==> src/rtl/opq_pkg.sv <==
// Shared definitions for the opcode issue queue.
//
// Contents:
//   OPC_W, OPND_W : opcode width and operand width
//   sel_t         : pre-decode class handed to the decoder
//                   (SEL_NONE=0, SEL_A=1, SEL_B=2, SEL_C=3)
//   payload_t     : opcode plus its three operands
//   entry_t       : payload plus its pre-decode class

package opq_pkg;

  localparam int OPC_W  = 4;
  localparam int OPND_W = 2;

  typedef enum logic [1:0] {
    SEL_NONE = 2'd0,
    SEL_A    = 2'd1,
    SEL_B    = 2'd2,
    SEL_C    = 2'd3
  } sel_t;

  typedef struct packed {
    logic [OPC_W-1:0]  opcode;
    logic [OPND_W-1:0] a;
    logic [OPND_W-1:0] b;
    logic [OPND_W-1:0] c;
  } payload_t;

  typedef struct packed {
    payload_t payload;
    sel_t     sel;
  } entry_t;

endpackage

==> src/rtl/opq_predecode.sv <==
// Combinational opcode classifier using the decoder's priority rules.
//
// Ports:
//   opcode_i : opcode being pushed into the queue
//   sel_o    : class, first match wins:
//              1??? -> SEL_A, 01?? -> SEL_B, 001? -> SEL_C, otherwise SEL_NONE
//
// Unknown opcode bits (X/Z) are treated as 0 when classifying. The queue
// stores the opcode itself unchanged.

module opq_predecode
  import opq_pkg::*;
(
  input  logic [OPC_W-1:0] opcode_i,
  output sel_t             sel_o
);

  // Copying into a 2-state variable turns X/Z into 0. Classification therefore
  // never produces an unknown select.
  bit [OPC_W-1:0] opcKnown;
  assign opcKnown = opcode_i;

  // Priority chain. Each later test relies on the higher bits having been 0.
  always_comb begin
    sel_o = SEL_NONE;
    if (opcKnown[3]) begin
      sel_o = SEL_A;
    end else if (opcKnown[2]) begin
      sel_o = SEL_B;
    end else if (opcKnown[1]) begin
      sel_o = SEL_C;
    end
  end

endmodule

==> src/rtl/opcode_issue_queue.sv <==
// In-order issue queue that sits in front of the opcode decoder.
//
// Parameter:
//   DEPTH : number of entries (power of two, >= 2)
//
// Ports:
//   clk, reset              : rising-edge clock; asynchronous active-high reset
//   flush                   : synchronous discard of every queued entry (wins over push/pop)
//   in_valid / in_ready     : producer handshake; in_ready = (count != DEPTH)
//   in_opcode, in_a/b/c     : pushed entry
//   out_valid / out_ready   : decoder handshake; out_valid = (count != 0)
//   out_opcode, out_a/b/c   : head entry. Driven to 0 while the queue is empty.
//   out_sel                 : pre-decode class of the head entry
//   count                   : current occupancy
//
// Build option:
//   OPQ_PREDECODE_EN : classify each opcode at push time and store the class
//                      with the entry. Without it, out_sel is tied to 0 and no
//                      classification logic is built.

module opcode_issue_queue
  import opq_pkg::*;
#(
  parameter int DEPTH = 4
) (
  input  logic                     clk,
  input  logic                     reset,
  input  logic                     flush,
  input  logic                     in_valid,
  output logic                     in_ready,
  input  logic [OPC_W-1:0]         in_opcode,
  input  logic [OPND_W-1:0]        in_a,
  input  logic [OPND_W-1:0]        in_b,
  input  logic [OPND_W-1:0]        in_c,
  output logic                     out_valid,
  input  logic                     out_ready,
  output logic [OPC_W-1:0]         out_opcode,
  output logic [OPND_W-1:0]        out_a,
  output logic [OPND_W-1:0]        out_b,
  output logic [OPND_W-1:0]        out_c,
  output logic [1:0]               out_sel,
  output logic [$clog2(DEPTH):0]   count
);

  localparam int PTR_W = $clog2(DEPTH);
  localparam int CNT_W = PTR_W + 1;

  localparam logic [CNT_W-1:0] CNT_FULL = CNT_W'(DEPTH);
  localparam logic [PTR_W-1:0] PTR_ONE  = PTR_W'(1);
  localparam logic [CNT_W-1:0] CNT_ONE  = CNT_W'(1);

  logic [PTR_W-1:0] wrPtr_q, wrPtr_d;
  logic [PTR_W-1:0] rdPtr_q, rdPtr_d;
  logic [CNT_W-1:0] count_q, count_d;

  payload_t mem_q [DEPTH];
  payload_t pushPayload;
  payload_t headPayload;

  logic push;
  logic pop;

  // The handshake flags come only from the occupancy count. A full queue does
  // not accept a push even in a cycle where it pops, so nothing passes through.
  assign in_ready  = (count_q != CNT_FULL);
  assign out_valid = (count_q != '0);
  assign count     = count_q;

  assign push = in_valid & in_ready;
  assign pop  = out_valid & out_ready;

  assign pushPayload = '{opcode: in_opcode, a: in_a, b: in_b, c: in_c};
  assign headPayload = mem_q[rdPtr_q];

  // Next-state for pointers and occupancy. Flush clears everything and drops
  // any push in the same cycle. Otherwise each pointer advances on its own
  // handshake, and count moves only when exactly one of push and pop happens.
  always_comb begin
    wrPtr_d = wrPtr_q;
    rdPtr_d = rdPtr_q;
    count_d = count_q;
    if (flush) begin
      wrPtr_d = '0;
      rdPtr_d = '0;
      count_d = '0;
    end else begin
      if (push) begin
        wrPtr_d = wrPtr_q + PTR_ONE;
      end
      if (pop) begin
        rdPtr_d = rdPtr_q + PTR_ONE;
      end
      case ({push, pop})
        2'b10:   count_d = count_q + CNT_ONE;
        2'b01:   count_d = count_q - CNT_ONE;
        default: count_d = count_q;
      endcase
    end
  end

  // Control state. Reset is asynchronous, so the handshake flags clear the
  // moment reset rises.
  always_ff @(posedge clk or posedge reset) begin
    if (reset) begin
      wrPtr_q <= '0;
      rdPtr_q <= '0;
      count_q <= '0;
    end else begin
      wrPtr_q <= wrPtr_d;
      rdPtr_q <= rdPtr_d;
      count_q <= count_d;
    end
  end

  // Entry storage has no reset. The count guarantees that a stale slot is
  // never presented at the output.
  always_ff @(posedge clk) begin
    if (push && !flush) begin
      mem_q[wrPtr_q] <= pushPayload;
    end
  end

  // The head is read straight from storage, so a pop shows the next entry on
  // the same edge. The payload is forced to 0 while the queue is empty.
  always_comb begin
    out_opcode = '0;
    out_a      = '0;
    out_b      = '0;
    out_c      = '0;
    if (out_valid) begin
      out_opcode = headPayload.opcode;
      out_a      = headPayload.a;
      out_b      = headPayload.b;
      out_c      = headPayload.c;
    end
  end

`ifdef OPQ_PREDECODE_EN
  sel_t pushSel;
  sel_t selMem_q [DEPTH];

  opq_predecode u_predecode (
    .opcode_i (in_opcode),
    .sel_o    (pushSel)
  );

  // The class is stored next to the payload, so the decoder gets a registered
  // select for the head and does not have to re-evaluate the opcode.
  always_ff @(posedge clk) begin
    if (push && !flush) begin
      selMem_q[wrPtr_q] <= pushSel;
    end
  end

  assign out_sel = out_valid ? selMem_q[rdPtr_q] : SEL_NONE;
`else
  assign out_sel = 2'b00;
`endif

endmodule

==> config.mk <==
export PLATFORM = sky130hd
export DESIGN_NAME = opcode_issue_queue
export DESIGN_NICKNAME = d
export VERILOG_FILES = /design/src/rtl/opq_pkg.sv /design/src/rtl/opq_predecode.sv /design/src/rtl/opcode_issue_queue.sv
export SDC_FILE = /design/constraint.sdc
export NUM_CORES = 1
export LEC_CHECK = 0
export CORE_ASPECT_RATIO = 1.4
export CORE_UTILIZATION = 55
export CTS_CLUSTER_SIZE = 28
export DETAILED_ROUTE_END_ITERATION = 6
export GPL_TIMING_DRIVEN = 1
export HOLD_SLACK_MARGIN = 0.03
export MAX_ROUTING_LAYER = met4
export PLACE_DENSITY = 0.87
export SYNTH_ARGS = -nofsm -noshare
export SYNTH_HDL_FRONTEND = slang
export SYNTH_SLANG_ARGS = --single-unit
==> constraint.sdc <==
create_clock -name clk -period 4.3 [get_ports clk]
set_clock_uncertainty 0.05 [all_clocks]
set_input_delay 1.29 -clock clk [delete_from_list [all_inputs] [get_ports clk]]
set_output_delay 1.29 -clock clk [all_outputs]
set_load 0.02 [all_outputs]
# After elaboration in Yosys (flattened, before gate mapping)
# Memory sizes are Yosys's and may differ from the RTL's.
# Cells that the tools add are included.
# word_totals
register_bits	7
latch_bits	0
mem_bits_rw	40
rom_bits	0
input_bits	15
out_inout_bits	17
memories	1
# memory_table
name	depth	word_bits	read_ports	rd_ports_with_merged_regs	write_ports	line	text
mem_q	4	10	1	0	1	opcode_issue_queue.sv:56	payload_t mem_q [DEPTH];
# op_classes
n_addsub	4
multipliers	0
div	0
order_cmp	0
n_eq_ne	3
shift	0
mux	12
bitwise_logic	2
n_reduce_logical	6
# ops
operator	n
$mux W2	7
$pmux W3 S2	1
$reduce_bool A3 Y1	2
$add A2 B1 Y2 const B	2
$mux W4	1
$reduce_bool A2 Y1	2
$add A3 B1 Y3 const B	1
$mux W3	1
$ne A3 B3 Y1 const B	1
$sub A3 B1 Y3 const B	1
$and A1 B1 Y1	2
$eq A2 B1 Y1 const B	1
$eq A2 B2 Y1 const B	1
$mux W1	2
$logic_and A1 B1 Y1	1
$logic_not A1 Y1	1

# Logic depth before layout (Yosys ltp)
# Gate-level depths: netlist of the first run.
# logic_depth
word_depth	5
depth_mapped	8
mapped_depth_nobuf	8

# Worst setup path before layout of the first run
# No wires, ideal clock.
# synth_timing
kind	reg-to-output
start	register count_q[1] (netlist: count[1])
end	output out_a[0]
arrival_ps	1441
t_required_ps	2960
slack_ps	1519
stages_incl_launch_ff	4
n_path_buf	1
path_cell_list	dfrtp_1 or3_1 clkbuf_1 and2_1
# synth_between
elab_chain_len	2
# synth_lines
item	line	text
start, declared	opcode_issue_queue.sv:54	logic [CNT_W-1:0] count_q, count_d;
start signal, assigned	opcode_issue_queue.sv:111	count_q <= count_d;
$reduce_bool A3 Y1	opcode_issue_queue.sv:66	assign out_valid = (count_q != '0);
net out_valid	opcode_issue_queue.sv:35	output logic out_valid,
$mux W2	opcode_issue_queue.sv:130	if (out_valid) begin
end, declared	opcode_issue_queue.sv:38	output logic [OPND_W-1:0] out_a,
# The timed path passes the listed nets, and every way through them passes these cells.

# Worst setup path in the final report of the first run
# layout_timing
start	register rdPtr_q[0]
end	output out_opcode[3]
# layout_between
elab_chain_len	2
# layout_lines
item	line	text
start, declared	opcode_issue_queue.sv:53	logic [PTR_W-1:0] rdPtr_q, rdPtr_d;
start signal, assigned	opcode_issue_queue.sv:110	rdPtr_q <= rdPtr_d;
$mem_v2 Z4 W10	n/a	
$mux W4	opcode_issue_queue.sv:130	
end, declared	opcode_issue_queue.sv:37	output logic [OPC_W-1:0] out_opcode,
# No other way between the ends.

==> impl_metrics.yaml, run 1 <==
run_status:
  status: "finished, final reports clean"
sta:
  setup_viol: 0
  rsz0062_at_grt: "no"
  period_share_pct: 87.0
  slew_violations: 0
  hold_viol_final: 0
  worstMarginPinSlew_ps: 698
  fmax_mhz: 267
  fin_crit_ps: 3740
  fin_tns_setup_ps: 0
  slew-limit-headroom_pct: 53.5
synth:
  yosys.area.top_type: "edfxtp_1"
  syn_area_per_cell_um2: 15.9
  yosysWarningCount: 0
  yosysTopAreaCellShare_pct: 58.2
  synth_cells: 130
  synth_seq_cells: 47
  synth_cell_types: 29
  yosys-top-cells-area: "edfxtp_1, mux4_2, dfrtp_1"
  netlist_area_mm2: 0.00206
  seq_area_frac_synth_pct: 66.7
clock_tree:
  post_cts_resized: 0
  holdBufCountCts: 0
  clock_tree.root_cell: "clkbuf_8"
  tritoncts: "done"
  numCtsBuffers: 5
  clkSinkCount: 47
  clk_path_buf_depth: 2
  cts_setup_buffers: 0
  cts_max_level: 2
  clock_latency_ps: 300
  clkTransAtPathRegs_ps: 80
drt:
  via_per_inst: 5.76
  vias: 1163
  wl_um: 3640
  drc_errors: 0
  ant_nets: 0
  wl_per_cell_um: 18.0
  drt-initial-drc-count: 64
  first_pass_iters: 4
cells_and_area:
  multiInputGateArea_um2: 631
  final_cells: 202
  n_antenna_cell: 0
  post-route-util_pct: 68.6
  syn_to_final_growth_pct: 20.1
  regArea_mm2: 0.00138
  fin_nets: 179
  drive_gt1_share_pct: 11.9
  fill_cells: 253
power:
  power_density_mw_per_mm2: 461
  p_leak_nw: 0.856
  max-vdd-ir-drop_mv: 0.311
global_routing:
  first_global_vias: 1180
  antenna_found_initial: 0
  grt_usage_pct: 22.6
  grt_max_degree: 15
  grt_pass1_wl_um: 5870
  grt.overflow.total: 0
floorplan:
  die_w_um: 53.8
  start_util_pct: 57.1
  die_h_um: 74.5
  dieArea_mm2: 0.00400
  ios: 32
  row_count: 26
  coreArea_mm2: 0.00361
setup_path:
  cp.required_ps: 2960
  path_max_fanout: 12
  critPathLaunchType: "flop"
  critical_path_arrival_ps: 2400
  end_kind: "output port"
  worstSetupPathType: "reg -> out"
run:
  cap_violations: 0
place:
  place.gp.congestion: 0.771
  dp.cells: 194
  io_buffers: 29
  place_hpwl_um: 2480
worst_hold_path:
  hold_path_class: "reg -> reg"
[area by class of cell]
cell class | count | share of cell area [%]
inverters | 3 | 0.454
clock inverters | 2 | 1.41
flip-flops and latches | 47 | 55.5
well taps | 42 | 2.12
repair buffers | 29 | 11.7
clock buffers | 6 | 3.33
multi-input cells | 73 | 25.4
[placed cells by master (no fill, tap or decap), types with 3 or more instances in the layout]
cell and n:
clkbuf_8 6, ha_1 4, nand2_1 5, nand3_1 4
inv_1 3, and2_1 14, mux4_2 10, edfxtp_1 40
clkdlybuf4s50_1 29, a21oi_1 3, o21ai_0 3, dfrtp_1 7
nor2_1 9
[where the power goes]
group          total (W)  internal (W)  switching [W]
clock network   0.000330      0.000188       0.000142
logic           0.000260      0.000135       0.000125
registers       0.000552      0.000519      0.0000336
[kinds of logic after synthesis]
| group | count (synthesis) | synth area share [%] |
|---|---|---|
| DFF | 47 | 66.7 |
| xor gates and xnor gates | 4 | 1.70 |
| other | 1 | 0.182 |
| AOI/OAI and AO/OA | 9 | 2.61 |
| muxes | 11 | 11.5 |
| adders and majority gates | 5 | 3.40 |
| and+or+nand+nor | 42 | 11.0 |
| buffers and inverters | 11 | 2.91 |
[cells in the mapped netlist]
cell type / count
ha_1: 4
clkbuf_1: 1
nand2_2: 1
or3b_1: 2
edfxtp_1: 40
mux2_1: 1
mux4_2: 10
or3_1: 2
dfrtp_1: 7
nand3_1: 4
xor2_1: 2
a31oi_1: 1
and2_1: 14
buf_4: 4
inv_1: 3
xnor2_1: 2
buf_2: 3
nor2_1: 9
fa_1: 1
conb_1: 1
nand2b_1: 1
nand4b_1: 1
a21oi_1: 3
or2_1: 1
nor3_1: 2
o21ai_0: 3
nand2_1: 5
o221ai_1: 1
a41oi_1: 1
[worst max-delay path, cell delays in order, from the launching register on]
cell and delay, ps:
dfrtp_1 800, mux4_2 580, and2_1 180, clkdlybuf4s50_1 550
[path summary, 6_finish.rpt]
path | startpoint | end | slack, ps | cells after the start
min | wrPtr_q[1] | wrPtr_q[1] | 530 | 2
max in group asynchronous | reset | rdPtr_q[1] | 2800 | 2
min reg2reg | wrPtr_q[1] | wrPtr_q[1] | 530 | 2
min in group asynchronous | reset | count[1] | 1180 | 2
max | rdPtr_q[0] | out_opcode[3] | 560 | 3
max reg2reg | count[1] | count[2] | 1900 | 7
[flip-flops by register name, summed over array words and instances (netlist names)]
signal	flops
wrPtr_q	2
rdPtr_q	2
count	3
mem_q	40
[routing by layer]
layer,vias to the layer above,track usage [%],share of wire [%]
li1,537,-,-
met1,583,25.2,39
met2,37,37.2,55
met3,6,5.93,4.4
met4,0,9.94,1.3
met5,-,-,0
[metrics by stage]
stage / cell area (um2) / total power, W / hold slack [ps] / setup WS [ps]
2_1_floorplan: 2070 / 0.000718 / 490 / 1520
3_3_place_gp: 2360 / 0.000809 / 503 / 881
3_5_place_dp: 2360 / 0.000826 / 519 / 851
4_1_cts: 2480 / 0.00115 / 529 / 509
5_1_grt: 2480 / 0.00119 / 583 / 443
6_report: 2480 / 0.00114 / 525 / 559
(Power assumes the default switching activity.)
==> run 2, diff against run 1 <==
--- a/config.mk
+++ b/config.mk
@@ -7,12 +7,14 @@
 export LEC_CHECK = 0
 export CORE_ASPECT_RATIO = 1.4
 export CORE_UTILIZATION = 55
+export CTS_CLUSTER_DIAMETER = 150
 export CTS_CLUSTER_SIZE = 28
 export DETAILED_ROUTE_END_ITERATION = 6
 export GPL_TIMING_DRIVEN = 1
 export HOLD_SLACK_MARGIN = 0.03
 export MAX_ROUTING_LAYER = met4
 export PLACE_DENSITY = 0.87
+export SETUP_SLACK_MARGIN = 0.5
 export SYNTH_ARGS = -nofsm -noshare
 export SYNTH_HDL_FRONTEND = slang
 export SYNTH_SLANG_ARGS = --single-unit
==> run 2 against run 1 <==
Compared with the run above: via count unchanged; sequential power about the same; power grew 0.13%; utilization barely moved; highest routed layer unchanged.
==> impl_metrics.yaml, run 2 (synthesized netlist as in run 1, its figures left out) <==
clock_tree:
  clkSinkCount: 47
  clock_latency_ps: 300
  clk_path_buf_depth: 2
  clock_tree.root_cell: "clkbuf_8"
  tritoncts: "done"
  holdBufCountCts: 0
  cts_max_level: 2
  clkTransAtPathRegs_ps: 80
  numCtsBuffers: 5
  cts_setup_buffers: 0
drt:
  drc_errors: 0
  drt-initial-drc-count: 61
  wl_per_cell_um: 18.0
  wl_um: 3630
  vias: 1163
  ant_nets: 0
  first_pass_iters: 4
  via_per_inst: 5.76
setup_path:
  end_kind: "output port"
  crit_chain: "mux4_2 -> and2_1 -> clkdlybuf4s50_1"
  critPathSlowestCell: "dfrtp_2"
  path_max_fanout: 12
  critPathLaunchType: "flop"
  critical_path_arrival_ps: 2180
  max_stage_delay_ps: 610
  cp.required_ps: 2960
  crit_family: "flip-flops"
  crit_buf_inv: 1
  worstSetupPathType: "reg -> out"
power:
  max-vdd-ir-drop_mv: 0.311
  p_leak_nw: 0.854
  power_density_mw_per_mm2: 461
cells_and_area:
  top_register: "mem_q"
  layout_commonest_cell: "edfxtp_1"
  final_cell_mix: "edfxtp_1, clkdlybuf4s50_1, and2_1"
  fin_nets: 179
  drive_gt1_share_pct: 12.5
  fill_cells: 252
  n_antenna_cell: 0
  syn_to_final_growth_pct: 20.2
  largest_register_ffs: 40
sta:
  hold_viol_final: 0
  rsz0062_at_grt: "no"
  fmax_mhz: 284
  worstMarginPinSlew_ps: 546
  slew_violations: 0
  period_share_pct: 81.9
  fin_tns_setup_ps: 0
  setup_viol: 0
  slew-limit-headroom_pct: 63.6
  fin_crit_ps: 3520
  worst_slack_ps: 778
global_routing:
  grt_pass1_wl_um: 5870
  grt_usage_pct: 22.6
  grt_max_degree: 15
  grt.overflow.total: 0
  first_global_vias: 1180
  antenna_found_initial: 0
floorplan:
  start_util_pct: 57.1
  dieArea_mm2: 0.00400
  row_count: 26
  ios: 32
  die_h_um: 74.5
  die_w_um: 53.8
  coreArea_mm2: 0.00361
run:
  cap_violations: 0
place:
  dpl_worst_slack_ps: 851
  io_buffers: 29
  place_hpwl_um: 2480
  place.gp.congestion: 0.771
worst_hold_path:
  hold_path_class: "reg -> reg"
run_status:
  status: "finished, final reports clean"
==> run 2: metrics by stage <==
stage | total power [W] | utilization [%] | hold WS (ps) | instances | instance area [um2]
floorplan | 0.000718 | - | 490 | 131 | 2070
global placement | 0.000809 | 65.4 | 503 | 194 | 2360
detailed placement | 0.000826 | 65.4 | 519 | 194 | 2360
CTS | 0.00115 | 68.6 | 529 | 202 | 2480
global route | 0.00119 | 68.7 | 583 | 202 | 2480
finish | 0.00114 | 68.7 | 525 | 202 | 2480
==> run 2: worst min-delay path: cells and delay by family (launching register included) <==
kind	cells	cell delay, ps
AO/OA/AOI/OAI	1	60
flip-flops	1	410
AND/OR/NAND/NOR	1	70
==> run 2: where the power goes <==
part	internal (W)	switching, W
Sequential	0.000519	0.0000335
Combinational	0.000135	0.000125
Clock	0.000188	0.000143
Total	0.000842	0.000302
==> run 2: cell type report <==
| cell class | instances | area, um2 | share of cell area, % |
|---|---|---|---|
| clock inverter | 2 | 35.0 | 1.41 |
| multi-input combinational | 73 | 631 | 25.4 |
| tap | 42 | 52.6 | 2.12 |
| inverter | 3 | 11.3 | 0.454 |
| sequential | 47 | 1380 | 55.5 |
| clock buffer | 6 | 82.6 | 3.33 |
| timing repair buffer | 29 | 290 | 11.7 |
==> run 2: routing by layer <==
metal	wire length, um	vias up	share of wire, %	GRT usage (%)
li1	-	535	-	-
met1	1430	583	39	25.2
met2	2010	39	55	37.2
met3	152	6	4.2	5.93
met4	48	0	1.3	9.94
met5	0	-	0	-
==> run 2: worst paths after layout <==
check | startpoint | to | slack, ps | depth (start not counted)
max in group asynchronous | reset | rdPtr_q[0] | 2780 | 2
hold reg to reg | wrPtr_q[1] | wrPtr_q[1] | 530 | 2
setup / recovery | rdPtr_q[0] | out_opcode[3] | 780 | 3
min in group asynchronous | reset | count[1] | 1180 | 2
hold / removal | wrPtr_q[1] | wrPtr_q[1] | 530 | 2
setup reg to reg | count[0] | count[2] | 1910 | 7
==> run 2: what timing repair did <==
action,CTS,global route
gates resized for setup,0,1
endpoints found under the setup margin,0,10
endpoints found under the hold margin,0,0
